===== src/rtl/freq_ratio_meter_pkg.sv =====
// Shared types and defaults for the frequency/ratio meter.
package freq_ratio_meter_pkg;

  typedef enum logic [1:0] {
    ST_IDLE    = 2'd0,
    ST_MEASURE = 2'd1,
    ST_STALL   = 2'd2
  } meter_state_e;

  localparam int DEF_CNT_W       = 8;
  localparam int DEF_LOCK_N      = 4;
  localparam int DEF_SYNC_STAGES = 2;

endpackage


===== src/rtl/freq_ratio_meter_sync_edge_detect.sv =====
// Synchroniser chain plus registered rising-edge detect; level and rise are
// both registered so they stay aligned with each other.
module sync_edge_detect #(
  parameter int STAGES = 2
) (
  input  logic clk,
  input  logic rst,
  input  logic d,
  output logic level,
  output logic rise
);

  logic [STAGES-1:0] sync_q;
  logic              s_prev;
  logic              rise_q;

  always_ff @(posedge clk) begin
    if (rst) begin
      sync_q <= '0;
      s_prev <= 1'b0;
      rise_q <= 1'b0;
    end else begin
      sync_q <= {sync_q[STAGES-2:0], d};
      s_prev <= sync_q[STAGES-1];
      rise_q <= sync_q[STAGES-1] & ~s_prev;
    end
  end

  // s_prev is the sample that produced rise_q, so it is the level for that cycle
  assign level = s_prev;
  assign rise  = rise_q;

endmodule


===== src/rtl/freq_ratio_meter.sv =====
// Measures period and high time of an asynchronous periodic signal in clk
// cycles, declares lock on repeated equal periods, flags a stalled signal.
module freq_ratio_meter
  import freq_ratio_meter_pkg::*;
#(
  parameter int CNT_W       = DEF_CNT_W,
  parameter int LOCK_N      = DEF_LOCK_N,
  parameter int SYNC_STAGES = DEF_SYNC_STAGES
) (
  input  logic             clk,
  input  logic             rst,
  input  logic             sig_in,
  input  logic             clear,
  output logic [CNT_W-1:0] period,
  output logic [CNT_W-1:0] high_time,
  output logic             meas_valid,
  output logic             locked,
  output logic             timeout
);

  localparam logic [CNT_W-1:0] CNT_MAX   = '1;
  localparam logic [CNT_W-1:0] CNT_LAST  = CNT_MAX - 1'b1;
  localparam logic [CNT_W-1:0] CNT_ONE   = CNT_W'(1);
  localparam int               MW        = $clog2(LOCK_N);
  localparam logic [MW-1:0]    MATCH_TOP = MW'(LOCK_N - 1);

  logic             srst;
  logic             lvl;
  logic             rise;

  meter_state_e     state_q, state_d;
  logic [CNT_W-1:0] cnt_q, cnt_d;
  logic [CNT_W-1:0] hcnt_q, hcnt_d;
  logic [MW-1:0]    match_q, match_d;
  logic [CNT_W-1:0] period_d, high_d;
  logic             mv_d, locked_d, timeout_d;

  assign srst = rst | clear;

  sync_edge_detect #(.STAGES(SYNC_STAGES)) u_sync (
    .clk   (clk),
    .rst   (srst),
    .d     (sig_in),
    .level (lvl),
    .rise  (rise)
  );

  always_ff @(posedge clk) begin
    if (srst) begin
      state_q    <= ST_IDLE;
      cnt_q      <= '0;
      hcnt_q     <= '0;
      match_q    <= '0;
      period     <= '0;
      high_time  <= '0;
      meas_valid <= 1'b0;
      locked     <= 1'b0;
      timeout    <= 1'b0;
    end else begin
      state_q    <= state_d;
      cnt_q      <= cnt_d;
      hcnt_q     <= hcnt_d;
      match_q    <= match_d;
      period     <= period_d;
      high_time  <= high_d;
      meas_valid <= mv_d;
      locked     <= locked_d;
      timeout    <= timeout_d;
    end
  end

  always_comb begin
    state_d   = state_q;
    cnt_d     = cnt_q;
    hcnt_d    = hcnt_q;
    match_d   = match_q;
    period_d  = period;
    high_d    = high_time;
    mv_d      = 1'b0;
    locked_d  = locked;
    timeout_d = timeout;

    unique case (state_q)
      ST_IDLE: begin
        if (rise) begin
          state_d = ST_MEASURE;
          cnt_d   = CNT_ONE;
          hcnt_d  = CNT_ONE;
        end else if (cnt_q >= CNT_LAST) begin
          state_d   = ST_STALL;
          cnt_d     = CNT_MAX;
          timeout_d = 1'b1;
          locked_d  = 1'b0;
          match_d   = '0;
        end else begin
          cnt_d = cnt_q + 1'b1;
        end
      end

      ST_MEASURE: begin
        if (rise) begin
          period_d = cnt_q;
          high_d   = hcnt_q;
          mv_d     = 1'b1;
          cnt_d    = CNT_ONE;
          hcnt_d   = CNT_ONE;
          // compare against the period still held from the previous measurement
          if (cnt_q == period) begin
            if (match_q != MATCH_TOP) match_d = match_q + 1'b1;
          end else begin
            match_d = '0;
          end
          locked_d = (match_d == MATCH_TOP);
        end else if (cnt_q >= CNT_LAST) begin
          state_d   = ST_STALL;
          cnt_d     = CNT_MAX;
          timeout_d = 1'b1;
          locked_d  = 1'b0;
          match_d   = '0;
        end else begin
          cnt_d  = cnt_q + 1'b1;
          hcnt_d = hcnt_q + CNT_W'(lvl);
        end
      end

      ST_STALL: begin
        if (rise) begin
          state_d   = ST_MEASURE;
          cnt_d     = CNT_ONE;
          hcnt_d    = CNT_ONE;
          timeout_d = 1'b0;
        end
      end

      default: state_d = ST_IDLE;
    endcase
  end

endmodule

===== config.mk =====
export PLATFORM = sky130hd
export DESIGN_NAME = freq_ratio_meter
export DESIGN_NICKNAME = d
export VERILOG_FILES = /design/src/rtl/freq_ratio_meter_pkg.sv /design/src/rtl/freq_ratio_meter_sync_edge_detect.sv /design/src/rtl/freq_ratio_meter.sv
export SDC_FILE = /design/constraint.sdc
export NUM_CORES = 1
export LEC_CHECK = 0
export CAP_MARGIN = 20
export CORE_MARGIN = 3
export CORE_UTILIZATION = 34
export CTS_CLUSTER_SIZE = 40
export DETAILED_ROUTE_END_ITERATION = 16
export GPL_TIMING_DRIVEN = 0
export PLACE_DENSITY = 0.53
export SLEW_MARGIN = 20
export SYNTH_ARGS = -nofsm -noshare
export SYNTH_HDL_FRONTEND = slang
export SYNTH_SLANG_ARGS = --single-unit

===== constraint.sdc =====
create_clock -name clk -period 4.25 [get_ports clk]
set_input_delay 1.275 -clock clk [delete_from_list [all_inputs] [get_ports clk]]
set_output_delay 1.275 -clock clk [all_outputs]
set_load 0.02 [all_outputs]

==> results.rst <==
.. list-table::
   :header-rows: 1

   * - Metric
     - Value
   * - Placed instance count
     - ~330
   * - Area taken by flip-flops and latches
     - 860.8 sq um
   * - Worst setup path category
     - in -> reg
   * - Vias in the first global route
     - around 1.6k
   * - Setup crit end kind
     - flip-flop
   * - Cts hold-fix bufs
     - 0
   * - Mean Syn Cell Area
     - ~8.4 sq um
   * - Summed area of non-filler cells in the final layout
     - approximately 0.0024 sq mm
   * - Minimum clock period
     - 2871 ps
   * - Longest individual stage delay on the worst path
     - about 510 ps
   * - Met2 Usage GRT
     - 24.47%
   * - Post-synthesis cell count
     - 232
   * - Final Non-Filler Cells
     - 334
   * - Area of placed instances
     - 0.002268 sq mm
   * - Residual DRC
     - 0
   * - Number of synthesized flops with an enable pin
     - 0
   * - # Max-Cap Violations
     - 0
   * - Number of unique standard cell types used by synthesis
     - 43
   * - Relative slew margins
     - a little under half
   * - Synthesis-stage register bit count
     - 43
   * - 1st-iter DRT viols
     - 81
   * - Ports placed on the boundary
     - 23
   * - Filler instances
     - 606
   * - CTS-repair resized insts
     - 0
   * - Die X-Extent
     - ~82 um
   * - Detailed-route vias per instance
     - 5.120
   * - Most used flip-flop cell after synthesis
     - dfxtp_1
   * - Combined global-route utilization of all metal layers
     - between 10% and 20%
   * - Critical Path Source Type
     - input pin
   * - WL/cell
     - approximately 14 um
   * - Detailed placement HPWL
     - between 3 and 4 mm
   * - Number of nets with antenna violations after detailed routing
     - 0
   * - Cell area after technology mapping
     - 0.001958 sq mm
   * - Number of pins with negative max-slew slack in the final report
     - 0
   * - Fraction of final layout cells sized beyond drive strength 1
     - under 10%
   * - CTS Buf Count
     - 5
   * - Number of antenna violations at the first check in global routing
     - 0
   * - Vert. Die Dim
     - roughly 80 um
   * - Antenna diode count
     - 0
   * - Setup repair after global routing missed its margin
     - no
   * - Fmax achieved
     - between 0.3 and 0.4 GHz
   * - Static leakage
     - 0.0009228 uW
   * - Met1 Track Usage GR
     - around a fifth
   * - Clock root buffer
     - clkbuf_8
   * - Seq/Total Area, Yosys
     - 43.96%
   * - Post-CTS setup buffer count
     - 0
   * - Power per unit of standard cell area
     - 303.4 mW/mm^2
   * - Number of rows created at floorplan
     - 27
   * - GR Overflow Total
     - 0
   * - Setup violations, final
     - 0
   * - Total power consumption of the routed design
     - 719.6 uW
   * - Via count
     - 1710
   * - TritonCTS sink count
     - 43
   * - Clock Path Buffers
     - 2
   * - Clock transition at the registers of the reported paths
     - 80 ps
   * - Total negative slack
     - 0 ps
   * - Most crowded layer after global routing
     - met2
   * - Cell family with the largest share of critical-path delay
     - buffers and inverters
   * - HP Class
     - reg -> reg
   * - Core area
     - 0.005540 sq mm
   * - Synth warnings
     - 0
   * - Portion of synthesized cell area occupied by the leading cell type
     - 43.96%
   * - Dominant cell by count in the synthesized netlist
     - dfxtp_1
   * - Final period utilization
     - 67.56%
   * - Area occupied by multi-input gates
     - about 990 sq um
   * - Data required time at the worst endpoint
     - 4420 ps
   * - Crit path buf inv count
     - 3
   * - Maximum number of pins on one net before global-route repair
     - 14
   * - Area added between synthesis and finish
     - 21.15%
   * - Cell with the largest stage delay on the worst path
     - buf_1
   * - CTS H-Tree Depth
     - 2
   * - Die Footprint
     - 0.006706 sq mm
   * - Final weighted congestion of routability-driven global placement
     - 0.7782
   * - Arrival time worst endpoint
     - just over 3000 ps
   * - Final hold violations
     - 0
   * - Cell type contributing the most total cell area after synthesis
     - dfxtp_1
   * - Port Buffer Count
     - 22
   * - Critical path fanouts, max
     - 10
   * - Top cells by instance count after synthesis
     - dfxtp_1 (43), nand2_1 (42), a21oi_1 (23), nor2_1 (13), nand3_1 (10)
   * - First-pass GRT wire length
     - 7.679 mm
   * - WL final
     - 4.641 mm
   * - Run status
     - finished, final reports clean
   * - Clock latency at the later pin of the worst-skew pair
     - 300 ps
   * - Synthesized net count
     - 240
   * - Iteration count of the initial detailed-routing pass
     - 4
   * - Async set-reset flop share out of synthesis
     - 0%
   * - Transition time of the tightest slew-check pin
     - 774.8 ps
   * - Highest ir drop seen on vdd
     - 0.1640 mV
   * - Area contributors post-synth
     - dfxtp_1 (44%), nand2_1 (8.1%), a21oi_1 (5.9%)
   * - GRT met3 Usage
     - 3.399%
   * - Final worst clock skew
     - 4.763 ps
   * - Net count reported at finish
     - 269
   * - Starting utilization of the core area
     - 35.34%
   * - Clock tree from TritonCTS
     - built
   * - Critical path, cell by cell
     - clkdlybuf4s50_1 > or2_0 > clkbuf_1 > buf_1 > a21oi_1
cell type report:
| class | count | area share (%) |
|---|---|---|
| flip-flops and latches | 43 | 36.29 |
| plain buffers | 14 | 3.534 |
| clock buffers | 7 | 4.061 |
| clock inverters | 1 | 0.3165 |
| multi-input cells | 170 | 41.93 |
| well taps | 72 | 3.797 |
| inverters | 5 | 0.7911 |
| repair buffers | 22 | 9.283 |
per-stage QoR:
step	setup WS, ps	hold WS, ps	utilization, %
2_1_floorplan	1988	398.4	-
3_3_place_gp	1029	408.7	40.94
3_5_place_dp	1009	416.1	40.94
4_1_cts	1334	432.1	42.82
5_1_grt	1221	452.6	42.82
6_report	1379	425.1	42.82
where the power goes:
group	total [uW]	internal (uW)	switching, uW
sequential	406	404	1.59
combinational	21.2	7.57	13.6
clock	293	148	145
total	720	560	160
flip-flops by register name, summed over array words and instances (netlist names):
signal and cells:
match_q 2, u_sync.rise 1, hcnt_q 8, period 8
timeout 1, cnt_q 8, u_sync.level 1, state_q 2
u_sync.sync_q 2, high_time 8, locked 1, meas_valid 1
cell usage in the layout, fill, tap and decap left out, types with 4 or more instances in the layout:
cell type	instances
a21o_1	4
o21ai_0	8
ha_1	4
clkbuf_8	7
clkbuf_1	4
clkdlybuf4s50_1	22
nand3_1	10
o2111ai_1	4
nor4_1	4
nor2_1	13
xor2_1	9
nand2_1	42
a31oi_1	6
buf_2	4
a211oi_1	4
dfxtp_1	43
and2_1	4
a21oi_1	23
inv_1	5
layer usage:
| layer | wire (um) | vias up | share of wire [%] |
|---|---|---|---|
| met5 | 0 | - | 0 |
| met4 | 59 | 0 | 1.3 |
| met3 | 150 | 7 | 3.2 |
| met2 | 2202 | 20 | 47 |
| met1 | 2228 | 804 | 48 |
| li1 | - | 879 | - |
logic make-up after synthesis:
kind of cell / Yosys count / synth area share [%]
fa+ha+maj: 4 / 2.556
xor+xnor: 10 / 4.473
buf+inv: 19 / 5.239
compound gates: 59 / 18.85
flops: 43 / 43.96
simple gates: 97 / 24.92
path summary, 6_finish.rpt:
kind | start | end | slack [ps] | cells after the start
max | rst | high_time[4] | 1380 | 5
min reg2reg | u_sync.level | u_sync.rise | 430 | 1
max reg2reg | cnt_q[0] | hcnt_q[4] | 2270 | 6
min | u_sync.level | u_sync.rise | 430 | 1
Note: power is estimated with default switching activity, not from simulation.
